==> src/rtl/wash_pkg.sv <==
// wash_pkg: shared phase encoding, time/level widths, level clamp and saturating increment for the wash sequencer
package wash_pkg;
  localparam int TIME_W = 6;
  localparam int LEVEL_W = 4;
  localparam logic [LEVEL_W-1:0] LEVEL_MIN = 4'd1;
  localparam logic [LEVEL_W-1:0] LEVEL_MAX = 4'd9;
  typedef enum logic [2:0] {IDLE = 3'd0, FILL, WASH, DRAIN, SPIN, DONE, OFF} phase_t;
  function automatic logic [LEVEL_W-1:0] clamp_level(input logic [LEVEL_W-1:0] l);
    return l < LEVEL_MIN ? LEVEL_MIN : l > LEVEL_MAX ? LEVEL_MAX : l;
  endfunction
  function automatic logic [TIME_W-1:0] sat_inc(input logic [TIME_W-1:0] v);
    return &v ? v : v + 1'b1;
  endfunction
endpackage

==> src/rtl/wash_phase_timer.sv <==
// wash_phase_timer: loadable saturating down-counter; ports clk, reset (async active-low), load/load_val, en (decrement), count, zero
module wash_phase_timer import wash_pkg::*; (
  input  logic              clk,
  input  logic              reset,
  input  logic              load,
  input  logic [TIME_W-1:0] load_val,
  input  logic              en,
  output logic [TIME_W-1:0] count,
  output logic              zero
);
  assign zero = count == '0;
  always_ff @(posedge clk or negedge reset)
    if (!reset) count <= '0;
    else if (load) count <= load_val;
    else if (en && !zero) count <= count - 1'b1;
endmodule

==> src/rtl/wash_sequencer.sv <==
// wash_sequencer: tick-paced fill/wash/drain/spin/done/off program controller (clk, reset async active-low, tick, start, level_sel -> water_level, time_now, time_all, if_finish, counter_power, power_off, phase, paused, valve_in, valve_out, motor_on); optional pause via WASH_SEQ_PAUSE_EN
module wash_sequencer import wash_pkg::*; #(
  parameter int WASH_T  = 20,
  parameter int SPIN_T  = 10,
  parameter int POWER_T = 9
) (
  input  logic               clk,
  input  logic               reset,
  input  logic               tick,
  input  logic               start,
  input  logic [LEVEL_W-1:0] level_sel,
  output logic [LEVEL_W-1:0] water_level,
  output logic [TIME_W-1:0]  time_now,
  output logic [TIME_W-1:0]  time_all,
  output logic               if_finish,
  output logic [LEVEL_W-1:0] counter_power,
  output logic               power_off,
  output logic [2:0]         phase,
  output logic               paused,
  output logic               valve_in,
  output logic               valve_out,
  output logic               motor_on
);
  phase_t state;
  logic [LEVEL_W-1:0] target, lvl;
  logic [TIME_W-1:0] cnt, tmr_val;
  logic zero, acc, last, tmr_load, tmr_en;
  assign lvl = clamp_level(level_sel);
  assign acc = tick && !start && !paused;
  assign last = zero || cnt == TIME_W'(1);
  // the next phase's timer is loaded on the final tick of the current one, so it is full on entry
  assign tmr_load = acc && ((state == FILL && water_level + 1'b1 >= target) ||
                            (state == DRAIN && water_level <= LEVEL_W'(1)) ||
                            (state == SPIN && last));
  assign tmr_val = state == FILL ? TIME_W'(WASH_T) : state == DRAIN ? TIME_W'(SPIN_T) : TIME_W'(POWER_T);
  assign tmr_en = acc && (state == WASH || state == SPIN || state == DONE);
  wash_phase_timer u_timer (
    .clk(clk), .reset(reset), .load(tmr_load), .load_val(tmr_val), .en(tmr_en), .count(cnt), .zero(zero)
  );
`ifdef WASH_SEQ_PAUSE_EN
  always_ff @(posedge clk or negedge reset)
    if (!reset) paused <= 1'b0;
    else paused <= (state == FILL || state == WASH || state == DRAIN || state == SPIN) && (start ? !paused : paused);
`else
  assign paused = 1'b0;
`endif
  always_ff @(posedge clk or negedge reset)
    if (!reset) begin
      state <= IDLE;
      target <= '0;
      water_level <= '0;
      time_now <= '0;
      time_all <= '0;
    end else begin
      case (state)
        IDLE, DONE:
          if (start) begin
            state <= FILL;
            target <= lvl;
            water_level <= '0;
            time_now <= '0;
            time_all <= TIME_W'({lvl, 1'b0}) + TIME_W'(WASH_T + SPIN_T);
          end else if (state == DONE && acc && last) state <= OFF;
        FILL:
          if (acc) begin
            water_level <= water_level + 1'b1;
            time_now <= sat_inc(time_now);
            if (water_level + 1'b1 >= target) state <= WASH;
          end
        WASH:
          if (acc) begin
            time_now <= sat_inc(time_now);
            if (last) state <= DRAIN;
          end
        DRAIN:
          if (acc) begin
            water_level <= water_level == '0 ? water_level : water_level - 1'b1;
            time_now <= sat_inc(time_now);
            if (water_level <= LEVEL_W'(1)) state <= SPIN;
          end
        SPIN:
          if (acc) begin
            time_now <= sat_inc(time_now);
            if (last) state <= DONE;
          end
        OFF:
          if (start) begin
            state <= IDLE;
            target <= '0;
            water_level <= '0;
            time_now <= '0;
            time_all <= '0;
          end
        default: state <= IDLE;
      endcase
    end
  assign phase = state;
  assign if_finish = state == DONE || state == OFF;
  assign power_off = state == OFF;
  assign counter_power = state == DONE ? cnt[LEVEL_W-1:0] : '0;
  assign valve_in = !paused && state == FILL;
  assign valve_out = !paused && (state == DRAIN || state == SPIN);
  assign motor_on = !paused && (state == WASH || state == SPIN);
endmodule

==> config.mk <==
export PLATFORM = sky130hd
export DESIGN_NAME = wash_sequencer
export DESIGN_NICKNAME = d
export VERILOG_FILES = /design/src/rtl/wash_pkg.sv /design/src/rtl/wash_phase_timer.sv /design/src/rtl/wash_sequencer.sv
export SDC_FILE = /design/constraint.sdc
export NUM_CORES = 1
export LEC_CHECK = 0
export BUFFER_PORTS_ARGS = -buffer_cell sky130_fd_sc_hd__buf_2
export CAP_MARGIN = 20
export CORE_UTILIZATION = 56
export DETAILED_ROUTE_END_ITERATION = 10
export PLACE_DENSITY = 0.86
export SLEW_MARGIN = 20
export SYNTH_ARGS = -nofsm -noshare
export SYNTH_HDL_FRONTEND = slang
export SYNTH_SLANG_ARGS = --single-unit
==> constraint.sdc <==
create_clock -name clk -period 2.62 [get_ports clk]
set_input_delay 0.262 -clock clk [delete_from_list [all_inputs] [get_ports clk]]
set_output_delay 0.262 -clock clk [all_outputs]
set_load 0.01 [all_outputs]
# Word level (Yosys, flattened, before mapping)
# Cells that the tools add are included.
[classes] addsub=5 magnitude_cmp=4 eq_ne=22 n_mux=32 n_reduce_logical=33
[ops] cell="$mux 6" n=6
[ops] cell="$mux 3" n=11
[ops] cell="$mux 4" n=8
[ops] cell="$pmux 6 s2" n=2
[ops] cell="$ne 2x2->1 const B" n=9
[ops] cell="$pmux 3 s6" n=1
[ops] cell="$pmux 4 s3" n=1
[ops] cell="$ne 2x1->1 const B" n=5
[ops] cell="$reduce_and 10->1" n=1
[ops] cell="$eq 3x3->1 const B" n=3
[ops] cell="$logic_and 1x1->1" n=9
[ops] cell="$pmux 4 s2" n=1
[ops] cell="$logic_or 1x1->1" n=7
[ops] cell="$add 5x5->6 const B" n=1
[ops] cell="$add 6x1->6 const B" n=1
[ops] cell="$eq 3x2->1 const B" n=2
[ops] cell="$eq 6x1->1 const B" n=1
[ops] cell="$logic_not 6->1" n=1
[ops] cell="$reduce_and 6->1" n=1
[ops] cell="$reduce_bool 2->1" n=3
[ops] cell="$sub 6x1->6 const B" n=1
[ops] cell="$mux 5" n=1
[ops] cell="$reduce_and 5->1" n=1
[ops] cell="$add 4x1->4 const B" n=1
[ops] cell="17 further kinds" n=18
[word_totals] ff_bits=29 input_bits=8 out_inout_bits=29 word_cells=102

# Depth between registers and ports, before layout
[depth] depth_word=7 depth_mapped=9 depth_no_buf=8

# Cells and area by module
# From an unflattened synthesis, not the netlist that was laid out.
[hier_totals] cells_unflattened=248 area_unflattened_um2=2103.3
[by_module_without_submodules] mod="wash_sequencer" instances=1 cells_per_inst=204 area_each_um2=1707.9 seq_area_each_um2=550.5
[by_module_without_submodules] mod="wash_phase_timer" instances=1 cells_per_inst=44 area_each_um2=395.4 seq_area_each_um2=150.1

# Worst setup path before layout
# No wires, ideal clock.
[synth_path] path_kind="flip-flop to flip-flop" startpoint="register water_level[2]" endpoint="register u_timer.count[1]" setup_ps=79 arrival_ps=1992 required_time_ps=2541 path_slack_ps=548 path_stages_with_launch=10 n_path_buf=1 synth_period_minus_slack_ps=2072 cell_sequence="dfrtp_1 -> clkbuf_1 -> nand3_1 -> xnor2_1 -> ha_1 -> o21a_1 -> nor2_1 -> a211o_1 -> a21oi_1 -> mux2i_1"
[synth_between] elab_chain_cells=7 elab_cells_between_ends=10 cone_classes="1 x add/sub; 2 x order compare; 1 x mux; 6 x reduce/logical"
[synth_lines] element="from (decl)" line="wash_sequencer.sv:12" rtl="output logic [LEVEL_W-1:0] water_level,"
[synth_lines] element="from (signal assigned)" line="wash_sequencer.sv:66" rtl="water_level <= water_level + 1'b1;"
[synth_lines] element="from (signal assigned)" line="wash_sequencer.sv:77" rtl="water_level <= water_level == '0 ? water_level : water_level - 1'b1;"
[synth_lines] element="$add 4x1->4" line="wash_sequencer.sv:32" rtl="assign tmr_load = acc && ((state == FILL && water_level + 1'b1 >= target) ||"
[synth_lines] element="$ge 4x4->1" line="wash_sequencer.sv:32"
[synth_lines] element="$logic_and 1x1->1" line="wash_sequencer.sv:32"
[synth_lines] element="$logic_or 1x1->1 (*)" line="wash_sequencer.sv:32"
[synth_lines] element="$logic_or 1x1->1 (*)" line="wash_sequencer.sv:33" rtl="(state == DRAIN && water_level <= LEVEL_W'(1)) ||"
[synth_lines] element="$logic_and 1x1->1 (*)" line="wash_sequencer.sv:32"
[synth_lines] element="$mux 6 or $reduce_bool 2->1 (tied branches)"
[synth_lines] element="to (signal assigned)" line="wash_phase_timer.sv:14" rtl="else if (load) count <= load_val;"
[synth_lines] element="to (signal assigned)" line="wash_phase_timer.sv:15" rtl="else if (en && !zero) count <= count - 1'b1;"
[synth_lines] element="to (decl)" line="wash_phase_timer.sv:8" rtl="output logic [TIME_W-1:0] count,"
# Every way passes the cells marked *; elsewhere a longest branch is shown, timed or not.
# A chain may end at the register's enable or synchronous reset.

# Final worst setup path
[layout_path] startpoint="register water_level[0]" endpoint="register u_timer.count[1]"
# The elaborated chain is that of the path after synthesis.

==> impl_results.rst <==
.. list-table::
   :header-rows: 1

   * - Metric
     - Value
   * - Synth Flop Type
     - sky130_fd_sc_hd__dfrtp_1
   * - Ys async rst share
     - 100%
   * - Number of hold buffers added after CTS
     - 0
   * - Worst Max-Slew Pin Slew
     - 659 ps
   * - Number of standard cells after synthesis
     - 240
   * - Sequential Power Share
     - just over 30%
   * - Static power due to leakage
     - 1.14 nW
   * - Yosys synthesis warning count
     - 0
   * - Combinational power share
     - 56.9%
   * - Total Die Area
     - a little over 4000 µm²
   * - Cell Pwr Density
     - 1160 nW/µm²
   * - Number of antenna violations at the first check in global routing
     - 0
   * - Cell area after synthesis
     - approximately 2100 µm²
   * - Worst path required time
     - 2830 ps
   * - Vertical die dimension
     - 63.5 µm
   * - Setup violations, final
     - 0
   * - Insertion delay to the later sink of the worst-skew pair
     - 280 ps
   * - Layout Skew
     - 6.29 ps
   * - Final weighted congestion in routability-driven placement
     - 0.866
   * - Average detailed-routed wire length per instance
     - 15.6 µm
   * - Final worst path period need
     - 2200 ps
   * - Average via count per standard cell
     - 6.10
   * - Max transition margin
     - between 50% and 60%
   * - Area delta synth->final
     - 12.7%
   * - Most common cell after layout, fill and taps aside
     - sky130_fd_sc_hd__buf_2
   * - Post-CTS setup repair buffer count
     - 0
   * - Max_cap viols
     - 0
   * - Violations in the final reports
     - negative hold slack
   * - Worst hold margin
     - -12.9 ps
   * - TritonCTS clock tree
     - built
   * - Kind of path behind the tightest hold check
     - input pin to asynchronous set/reset pin
   * - Chip width
     - 63.5 µm
   * - Number of buffers created by CTS
     - 3
   * - Hold Vio Cnt, Final
     - 17
   * - Arrival time of the worst setup path
     - 2410 ps
   * - Post-route core utilization
     - 68.7%
   * - Wire length after detailed routing
     - 4.96 mm
   * - Fraction of power spent switching nets
     - 46.4%
   * - Power share of the clock group
     - 12.6%
   * - Top library cells by usage in the layout, fill and taps aside
     - sky130_fd_sc_hd__buf_2, sky130_fd_sc_hd__dfrtp_1, sky130_fd_sc_hd__nor2_1
   * - Leftover overflow at the end of global routing
     - 0
   * - Total via count after detailed routing
     - 1933
   * - Setup Total Neg Slack
     - 0 ps
   * - # rows
     - 21
   * - Share of layout cells above drive strength 1
     - 21.0%
   * - Fill cell count
     - 285
   * - Setup crit end kind
     - register
   * - Final Max Tran Viols
     - 0
   * - Detail Placement HPWL
     - 3.53 mm
   * - Outcome
     - finished with violations
   * - Global-route wire length before repair
     - 8.40 mm
   * - Net load switching power
     - 1.29 mW
   * - Synthesized area per cell
     - 8.81 µm²
   * - Drt first pass iters
     - 4
   * - Via count of the first global-routing pass
     - around 1800
   * - Tcrit/Tclk final
     - 84.1%
   * - Highest clock frequency the design can meet
     - approximately 450 MHz
   * - GR Util All Layers
     - about a quarter
   * - IO Port Bufs
     - 34
   * - Number of placed I/O pins
     - 37
   * - Net count reported at finish
     - 293
   * - Count of instances resized after the clock tree is built
     - 0
   * - Final antenna-violating net count
     - 0
   * - Post-synth EDFFs
     - 0
   * - Initial core utilization
     - between 60% and 70%
   * - Endpoint of the worst register-to-register path
     - u_timer.count[1]
   * - R2R setup slack
     - 420 ps
   * - Ant. Diodes
     - 0
   * - Clock transition time at the flip-flop clock pins of the worst setup and hold paths
     - roughly 100 ps
   * - Sequential share of the synthesized area
     - 33.1%
   * - DRC violation count after routing
     - 0
   * - Master cell of the clock root buffer
     - sky130_fd_sc_hd__clkbuf_8
   * - Critical path class
     - register to register
   * - Worst flop-to-flop path startpoint
     - water_level[0]
   * - Depth of the most critical reg-to-reg path
     - 7
   * - Setup repair after global routing missed its margin
     - false
   * - TritonCTS sink count
     - 28
   * - CP Max Fanout
     - 8
   * - Launching element type of the critical path
     - register
   * - Total number of H-tree levels
     - 1
   * - Count of unique library cells instantiated by Yosys
     - slightly above 60
   * - Maximum number of pins on one net before global-route repair
     - 29
   * - Number of buffers between clock root and the deepest sink
     - 2
   * - Synth Register Bits
     - 28
   * - Floorplan Core Area
     - 3470 µm²
   * - Count of routing violations after the opening detailed-route iteration
     - 191
   * - Maximum ir drop on the vdd rail
     - around 660 µV
   * - Design internal power
     - between 1 and 1.5 mW
power groups by stage:
stage	sequential [mW]	clock [mW]	combinational, mW
6_report	0.845	0.350	1.58
5_1_grt	0.877	0.368	1.73
4_1_cts	0.837	0.352	1.55
3_5_place_dp	0.847	0	1.53
3_3_place_gp	0.836	0	1.49
2_1_floorplan	0.818	0	1.13
kinds of logic (layout without fill, tap and decap cells):
kind of cell | after synthesis | count (layout) | share of synthesized area (%)
AOI/OAI and AO/OA | 68 | 68 | 23.1
other | 1 | 2 | 0.177
xor gates and xnor gates | 11 | 11 | 4.56
muxes | 8 | 8 | 4.14
buffers and inverters | 25 | 55 | 5.33
adders and majority gates | 13 | 13 | 7.69
DFF | 28 | 28 | 33.1
and+or+nand+nor | 86 | 86 | 21.9
critical path: stages, from the launching register on:
cell	delay, ps
sky130_fd_sc_hd__dfrtp_1	510
sky130_fd_sc_hd__inv_1	120
sky130_fd_sc_hd__ha_1	340
sky130_fd_sc_hd__ha_1	280
sky130_fd_sc_hd__o21ai_0	140
sky130_fd_sc_hd__a211o_1	290
sky130_fd_sc_hd__a21oi_1	230
sky130_fd_sc_hd__mux2i_1	220
area by class of cell:
cell class,instances,area (µm²),share of cell area (%)
Multi-Input combinational cell,188,1310,54.8
Sequential cell,28,701,29.4
Timing Repair Buffer,38,200,8.40
Tap cell,46,57.6,2.41
Inverter,13,48.8,2.05
Clock buffer,3,41.3,1.73
Clock inverter,1,30.0,1.26
per-layer routing:
metal  vias to the layer above  GRT usage (%)  share of wire, %
met5                         -              0                 0
met4                         0           6.82               1.2
met3                         7           2.90               5.7
met2                        80           42.4                48
met1                       927           36.6                45
li1                        919              -                 -
sequential cells by signal, indices dropped and copies added (netlist names):
register	count
u_timer.count	6
target	4
water_level	4
time_now	6
phase	3
time_all	5
synthesized netlist by cell type, drive strengths merged, types with 2 or more instances:
master	number	area share, %
inv	13	2.3
xnor2	5	2.1
a21boi	3	1.1
o22ai	2	0.59
nand4b	2	0.83
o2111a	2	1.1
a211o	3	1.2
o21a	2	0.71
xor2	6	2.5
or2	3	0.89
dfrtp	28	33
mux2i	5	2.4
nand4	2	0.59
o21ai	17	4.4
a31oi	3	0.89
a21o	4	1.4
nor2b	4	1.2
a21oi	12	3.4
or3	2	0.59
nand2	19	3.4
nand2b	7	2.4
nand3b	2	1.3
o31ai	3	1.1
nor2	22	3.9
a22oi	2	0.71
and3	4	1.2
mux2	3	1.8
nor3	7	1.7
buf	10	2.7
a22o	4	1.7
nand3	6	1.4
ha	13	7.7
clkbuf	2	0.36
worst max path at each step:
stage                               from               end  slack (ps)
after floorplan           water_level[2]  u_timer.count[1]         550
after global placement          phase[2]    water_level[2]         530
after detailed placement  water_level[0]  u_timer.count[1]         480
after CTS                 water_level[0]  u_timer.count[1]         450
after global routing            phase[2]    water_level[2]         270
final                     water_level[0]  u_timer.count[1]         420
metrics by stage:
| step | hold WS [ps] | setup WS, ps | power (mW) | cell area, µm² | instances |
|---|---|---|---|---|---|
| after global routing | 33.9 | 274 | 2.98 | 2380 | 317 |
| after floorplan | -33.6 | 548 | 1.95 | 2120 | 241 |
| after CTS | 6.88 | 447 | 2.74 | 2380 | 317 |
| final | -12.9 | 416 | 2.77 | 2380 | 317 |
| after global placement | 319 | 534 | 2.32 | 2310 | 313 |
| after detailed placement | 320 | 484 | 2.38 | 2310 | 313 |
(Power assumes the default switching activity.)
